==> src/rtl/conv_layer_sequencer.sv <==
// Layer-pass controller for conv_final -> max_pooling: loads the kernel serially,
// streams the image buffer as conv input, then waits for the pooled outputs or a timeout.
module conv_layer_sequencer #(
  parameter int N        = 6,
  parameter int M        = 6,
  parameter int K        = 3,
  parameter int P        = 2,
  parameter int P_stride = 2,
  parameter int K_stride = 1,
  parameter int TIMEOUT  = 1023,
  localparam int AW      = $clog2(N*M)
) (
  input  logic              clk,
  input  logic              reset,
  input  logic              start,
  input  logic              abort,
  input  logic [15:0]       kernel_in,
  input  logic              kernel_valid,
  output logic              img_rd_en,
  output logic [AW-1:0]     img_addr,
  input  logic [15:0]       img_data,
  output logic [15:0]       pxl_out,
  output logic              pxl_valid,
  output logic [16*K*K-1:0] kernel_data,
  input  logic              pool_valid,
  output logic              busy,
  output logic              done,
  output logic              error,
  output logic [9:0]        pool_count
);

  localparam int NPIX     = N*M;
  localparam int KK       = K*K;
  localparam int KW       = 16*KK;
  localparam int KIW      = $clog2(KK+1);
  localparam int TW       = $clog2(TIMEOUT+1);
  localparam int EXP_POOL = (((M-K)/K_stride+1-P)/P_stride+1) *
                            (((N-K)/K_stride+1-P)/P_stride+1);

  typedef enum logic [2:0] {S_IDLE, S_LOAD_K, S_STREAM, S_DRAIN, S_DONE} state_t;

  state_t         state_q, state_d;
  logic [KIW-1:0] kidx_q, kidx_d;
  logic [KW-1:0]  kern_q, kern_d;
  logic [AW-1:0]  addr_q, addr_d;
  logic [TW-1:0]  tcnt_q, tcnt_d;
  logic [9:0]     pc_q, pc_d;
  logic           err_q, err_d;
  logic           pxv_q, pxv_d;

  always_ff @(posedge clk or negedge reset) begin
    if (!reset) begin
      state_q <= S_IDLE;
      kidx_q  <= '0;
      kern_q  <= '0;
      addr_q  <= '0;
      tcnt_q  <= '0;
      pc_q    <= '0;
      err_q   <= 1'b0;
      pxv_q   <= 1'b0;
    end else begin
      state_q <= state_d;
      kidx_q  <= kidx_d;
      kern_q  <= kern_d;
      addr_q  <= addr_d;
      tcnt_q  <= tcnt_d;
      pc_q    <= pc_d;
      err_q   <= err_d;
      pxv_q   <= pxv_d;
    end
  end

  always_comb begin
    state_d = state_q;
    kidx_d  = kidx_q;
    kern_d  = kern_q;
    addr_d  = '0;
    tcnt_d  = '0;
    pc_d    = pc_q;
    err_d   = err_q;
    pxv_d   = (state_q == S_STREAM) && !abort;

    // Count is updated before the DRAIN exit decision so a final pulse beats the timeout.
    if ((state_q == S_STREAM || state_q == S_DRAIN) && pool_valid && pc_q != 10'(EXP_POOL))
      pc_d = pc_q + 10'd1;

    unique case (state_q)
      S_IDLE: begin
        if (start) begin
          state_d = S_LOAD_K;
          pc_d    = '0;
          err_d   = 1'b0;
          kidx_d  = '0;
        end
      end
      S_LOAD_K: begin
        if (kernel_valid) begin
          kern_d = {kern_q[KW-17:0], kernel_in};
          kidx_d = kidx_q + 1'b1;
          if (kidx_q == KIW'(KK-1)) state_d = S_STREAM;
        end
      end
      S_STREAM: begin
        addr_d = addr_q + 1'b1;
        if (addr_q == AW'(NPIX-1)) begin
          addr_d  = '0;
          state_d = S_DRAIN;
        end
      end
      S_DRAIN: begin
        tcnt_d = tcnt_q + 1'b1;
        if (pc_d == 10'(EXP_POOL)) begin
          state_d = S_DONE;
        end else if (tcnt_d == TW'(TIMEOUT)) begin
          err_d   = 1'b1;
          state_d = S_DONE;
        end
      end
      S_DONE:  state_d = S_IDLE;
      default: state_d = S_IDLE;
    endcase

    if (abort && state_q != S_IDLE) begin
      state_d = S_IDLE;
      pc_d    = pc_q;
      err_d   = err_q;
      addr_d  = '0;
      tcnt_d  = '0;
    end
  end

  // The buffer returns data one cycle after the read, aligned with the registered valid.
  assign pxl_out     = pxv_q ? img_data : '0;
  assign pxl_valid   = pxv_q;
  assign img_rd_en   = (state_q == S_STREAM);
  assign img_addr    = addr_q;
  assign kernel_data = kern_q;
  assign busy        = (state_q != S_IDLE);
  assign done        = (state_q == S_DONE);
  assign error       = err_q;
  assign pool_count  = pc_q;

endmodule

==> config.mk <==
export PLATFORM = sky130hd
export DESIGN_NAME = conv_layer_sequencer
export DESIGN_NICKNAME = d
export VERILOG_FILES = /design/src/rtl/conv_layer_sequencer.sv
export SDC_FILE = /design/constraint.sdc
export NUM_CORES = 1
export LEC_CHECK = 0
export BUFFER_PORTS_ARGS = -buffer_cell sky130_fd_sc_hd__buf_2
export CAP_MARGIN = 20
export CORE_UTILIZATION = 45
export DETAILED_ROUTE_END_ITERATION = 8
export GPL_ROUTABILITY_DRIVEN = 0
export PLACE_DENSITY = 0.71
export SYNTH_ARGS = -nofsm -noshare
export SYNTH_HDL_FRONTEND = slang
export SYNTH_SLANG_ARGS = --single-unit
==> constraint.sdc <==
create_clock -name clk -period 3.25 [get_ports clk]
set_input_delay 0.1625 -clock clk [delete_from_list [all_inputs] [get_ports clk]]
set_output_delay 0.1625 -clock clk [all_outputs]
set_load 0.01 [all_outputs]
* Yosys cells after proc, flatten, opt, wreduce, memory -nomap -nowiden
Index checks and enable logic that the tools add are counted.
W data, S select, Z words.
** Operators by class
- Add/sub/neg operators :: 4
- $mul :: 0
- Div/mod/pow operators :: 0
- $lt $le $gt $ge :: 0
- Equality and inequality tests :: 18
- Shift-type cells :: 0
- Muxes and demuxes :: 24
- Bitwise operators :: 1
- Reduce and logical (&&, ||, !) cells :: 14
** Operator list (number)
- $mux W10 :: 5
- $mux W3 :: 7
- $add A10 B1 Y10 const B :: 2
- $mux W6 :: 3
- $mux W16 :: 1
- $pmux W3 S4 :: 1
- $eq A10 B10 Y1 const B :: 1
- $eq A10 B3 Y1 const B :: 1
- $ne A10 B3 Y1 const B :: 1
- $reduce_and A5 Y1 :: 2
- $ne A3 B3 Y1 const B :: 3
- $mux W4 :: 2
- $pmux W4 S2 :: 1
- $add A6 B1 Y6 const B :: 1
- $eq A3 B2 Y1 const B :: 2
- $eq A6 B6 Y1 const B :: 1
- $ne A2 B2 Y1 const B :: 3
- $add A4 B1 Y4 const B :: 1
- $eq A4 B4 Y1 const B :: 1
- $logic_and A1 B1 Y1 :: 4
- $ne A4 B1 Y1 const B :: 1
- $reduce_bool A2 Y1 :: 2
- $eq A3 B1 Y1 const B :: 1
- $eq A3 B3 Y1 const B :: 1
- other kinds (11) :: 13
** Word-level totals
- Bits in registers :: 179
- Bits in latches :: 0
- RAM bits :: 0
- ROM bits :: 0
- Logic and storage cells :: 69
- Memories :: 0

* Depth between registers and ports, before layout
- Word-level depth :: 9
- Gate-level depth with buffers :: 9
- Gate-level depth less buffers :: 9

* Least setup slack after synthesis
No wires, ideal clock.
- Kind :: flip-flop to flip-flop
- Start :: register pc_q[0], in the netlist pool_count[0]
- End :: register state_q[0]
- Arrival :: 2110 ps
- Required time :: 3129 ps
- Setup slack :: 1019 ps
- Cell stages (with the launch flop) :: 10
- Clock period less this slack :: 2231 ps
- Path through :: dfrtp_1 -> inv_1 -> ha_1 -> nor4bb_4 -> a31oi_2 -> nor3b_1 -> o21ai_2 -> nor4_4 -> o31ai_2 -> a22o_1
** Between the ends
- Longest elaborated chain between the ends :: 7
** RTL lines
- start: declaration :: RTL line 47 : logic [9:0] pc_q, pc_d;
- start signal: assignment :: RTL line 67 : pc_q <= pc_d;
- parallel branches: the longest is 2 deep, another holds $add A10 B1 Y10
- $mux W10 (*) :: RTL line 84 : if ((state_q == S_STREAM || state_q == S_DRAIN) && pool_valid && pc_q != 10'(EXP_POOL))
- $eq A10 B3 Y1 (*) :: RTL line 112 : if (pc_d == 10'(EXP_POOL)) begin
- $mux W3 :: RTL line 112
- $pmux W3 S4 :: RTL line 87 : unique case (state_q)
- $mux W3 :: RTL line 123 : if (abort && state_q != S_IDLE) begin
- end signal: assignment :: RTL line 62 : state_q <= state_d;
- end: declaration :: RTL line 42 : state_t state_q, state_d;
Every way passes the cells marked *.
A chain may end at the register's enable or synchronous reset.

* Final worst setup path
Same ends and word-level chain as after synthesis.

==> flow_summary.json <==
{
  "run_status": "complete, no violations",
  "synth-main-ff-cell": "dfrtp_1",
  "grt_pass1_vias": 5643,
  "grt_pass1_wl_microns": 29200,
  "design_area_sq_um": 9560,
  "nNetsFinal": 1121,
  "r2r_end": "state_q[0]",
  "ctsRootBufferMaster": "clkbuf_16",
  "finClkSkew_ns": 0.00822,
  "leakagePower_nw": 5.49,
  "whs_ns": 0.0358,
  "setup-tns-final_ns": 0,
  "hold_violations": 0,
  "final_layout_size_suffix_gt1_frac": 0.252,
  "end_kind": "flip-flop",
  "wl_per_cell_microns": 13.5,
  "netlist-cell-type-count": 52,
  "synth_top_area_frac": 0.594,
  "viasPerCell": 4.78,
  "cpPeakStageDelay_ns": 0.44,
  "placed_cell_area_sq_um": 8840,
  "setup_viol": 0,
  "worst_r2r_startpoint": "pool_count[0]",
  "antenna_found_initial": 0,
  "start_util": 0.468,
  "core_sq_um": 16100,
  "io_buffers": 218,
  "drtIter0Drc": 345,
  "path_max_fanout": 7,
  "netlist_top_cells_count": "nand2_1 (459), dfrtp_1 (179), clkbuf_1 (34), nor2_1 (28), and2_1 (20)",
  "antennaDiodeCount": 0,
  "clock_sinks": 179,
  "yosys.area.top_type": "dfrtp_1",
  "synthToLayoutAreaGrowth_pct": 26.7,
  "cp.depth": 9,
  "yosysMostFrequentCell": "nand2_1",
  "path_class": "reg -> reg",
  "setup.worst_path.end": "state_q[0]",
  "post_cts_buffers": 0,
  "grt_overflow": 0,
  "synth_area_sq_um": 7540,
  "fp.dieH_microns": 131,
  "yosys_register_bits": 179,
  "cts_tree": "done",
  "worst_ir_drop_vdd_mv": 0.426,
  "startpoint_type": "flip-flop",
  "synth_edf_count": 0,
  "syn_area_per_cell_sq_um": 8.81,
  "path_clk_slew_ns": 0.07,
  "arrival_ns": 2.77,
  "die_x_microns": 131,
  "grt_start_max_net_pins": 92,
  "cp_num_buf_inv": 1,
  "num_vias": 6236,
  "rsz0062_at_grt": "false",
  "finish.utilization": 0.593,
  "dieArea_sq_um": 17300,
  "yosysWarnings": 0,
  "fill_cells": 1448,
  "worstHoldStart": "abort",
  "num_io_pins": 219,
  "ant_nets": 0,
  "fmaxAchievable_mhz": 407,
  "multiInputGateArea_sq_um": 2870,
  "row_count": 46,
  "cp_top_family": "compound AO/OA/AOI/OAI gates",
  "regArea_sq_um": 4480,
  "fin_crit_sh": 0.755,
  "clock_path_buffers": 2,
  "cap_viol_max_count": 0,
  "maxSlewHeadroom": 0.494,
  "rrSetupSlack_ns": 0.79,
  "power_density_nw_per_um2": 850,
  "synth.area.top_cells": "dfrtp_1 (59%), nand2_1 (23%), clkbuf_1 (1.7%)",
  "startpoint": "pool_count[0]",
  "cts_buffers": 17,
  "synth_nets": 901,
  "clkLatencyLatePin_ns": 0.42,
  "grt_use_total": 0.210,
  "ys_seq_area_frac": 0.594,
  "dp_hpwl_microns": 11600,
  "first_pass_iters": 5,
  "slowest_stage": "dfrtp_1",
  "htree_levels": 4,
  "netlist_instances": 856,
  "cp.required_ns": 3.57,
  "synthArstFlopShare": 1.00,
  "worst_slew_pin_slew_ns": 0.759,
  "hold_path.class": "in -> reg",
  "period_needed_ns": 2.46,
  "path_cells": "inv_1, ha_1, nor4bb_4, a31oi_2, nor3b_1, o21ai_2, nor4_4, o31ai_2, a22o_1",
  "rr_worst_depth": 9,
  "drt_wl_total_microns": 17600,
  "drc_errors": 0,
  "final-max-slew-violation-count": 0
}
==> layout by cell type, fill, tap and decap left out, drive strengths merged, types with 7 or more instances in the layout <==
| cell type | Yosys | layout |
|---|---|---|
| buf | 8 | 225 |
| clkinv | 0 | 8 |
| and2 | 20 | 20 |
| inv | 9 | 14 |
| nand2 | 459 | 459 |
| ha | 7 | 7 |
| clkbuf | 34 | 20 |
| dfrtp | 179 | 179 |
| xor2 | 10 | 10 |
| nand3 | 14 | 14 |
| nor2 | 30 | 30 |
| dlygate4sd3 | 0 | 17 |
| nor3 | 8 | 8 |
| o21ai | 18 | 18 |
==> cell families (layout without fill, tap and decap cells) <==
logic type / after synthesis / after routing / share of synthesized area
AO/OA/AOI/OAI: 44 / 44 / 0.0386
buffers and inverters: 51 / 284 / 0.0277
flip-flops: 179 / 179 / 0.594
adder cells (fa/ha/maj): 7 / 7 / 0.0116
XOR/XNOR: 16 / 16 / 0.0186
AND/OR/NAND/NOR: 559 / 559 / 0.310
==> stage by stage <==
step | std cells | total power, W | setup WS (ns)
global placement | 1256 | 0.00618 | 0.940
global route | 1305 | 0.00871 | 0.619
finish | 1305 | 0.00813 | 0.795
CTS | 1305 | 0.00822 | 0.799
floorplan | 856 | 0.00502 | 1.02
detailed placement | 1256 | 0.00626 | 0.819
==> metal layers <==
metal	wire, microns	track usage	part of all wire	vias to the layer above
met5	0	0	0	-
met4	221	0.0769	0.013	0
met3	897	0.0463	0.051	18
met2	7960	0.312	0.45	205
met1	8560	0.301	0.49	2874
li1	-	-	-	3139
==> power by group <==
| group | total, W | internal, W | leakage, nW | switching [W] |
|---|---|---|---|---|
| logic | 0.00267 | 0.00101 | 2.81 | 0.00166 |
| registers | 0.00355 | 0.00296 | 2.39 | 0.000585 |
| clock network | 0.00192 | 0.00103 | 0.280 | 0.000886 |
| total | 0.00813 | 0.00500 | 5.49 | 0.00313 |
==> layout make-up <==
type | instances | area share
sequential | 179 | 0.468
multi-input combinational | 626 | 0.301
timing repair buffer | 243 | 0.142
clock buffer | 19 | 0.0474
tap | 216 | 0.0283
clock inverter | 13 | 0.0102
inverter | 9 | 0.00353
==> worst min-delay path by stage <==
stage	cells past startpoint	endpoint	slack, ns
5_1_grt	2	pxl_valid	0.04
3_3_place_gp	1	pool_count[2]	0.28
4_1_cts	2	pxl_valid	0.003
3_5_place_dp	1	pool_count[2]	0.29
2_1_floorplan	0	error	-0.13
6_report	2	pxl_valid	0.04
==> timing repair <==
| item | CTS | global route |
|---|---|---|
| hold endpoints to repair | 103 | 0 |
| hold buffers | 17 | 0 |
| gates resized for setup | 0 | 0 |
| setup endpoints to repair | 0 | 0 |
==> flip-flops by register name, summed over array words and instances, names as in the netlist <==
signal / flops
kernel_data: 144
kidx_q: 4
tcnt_q: 10
state_q: 3
error: 1
pxl_valid: 1
img_addr: 6
pool_count: 10
(Power assumes the default switching activity.)
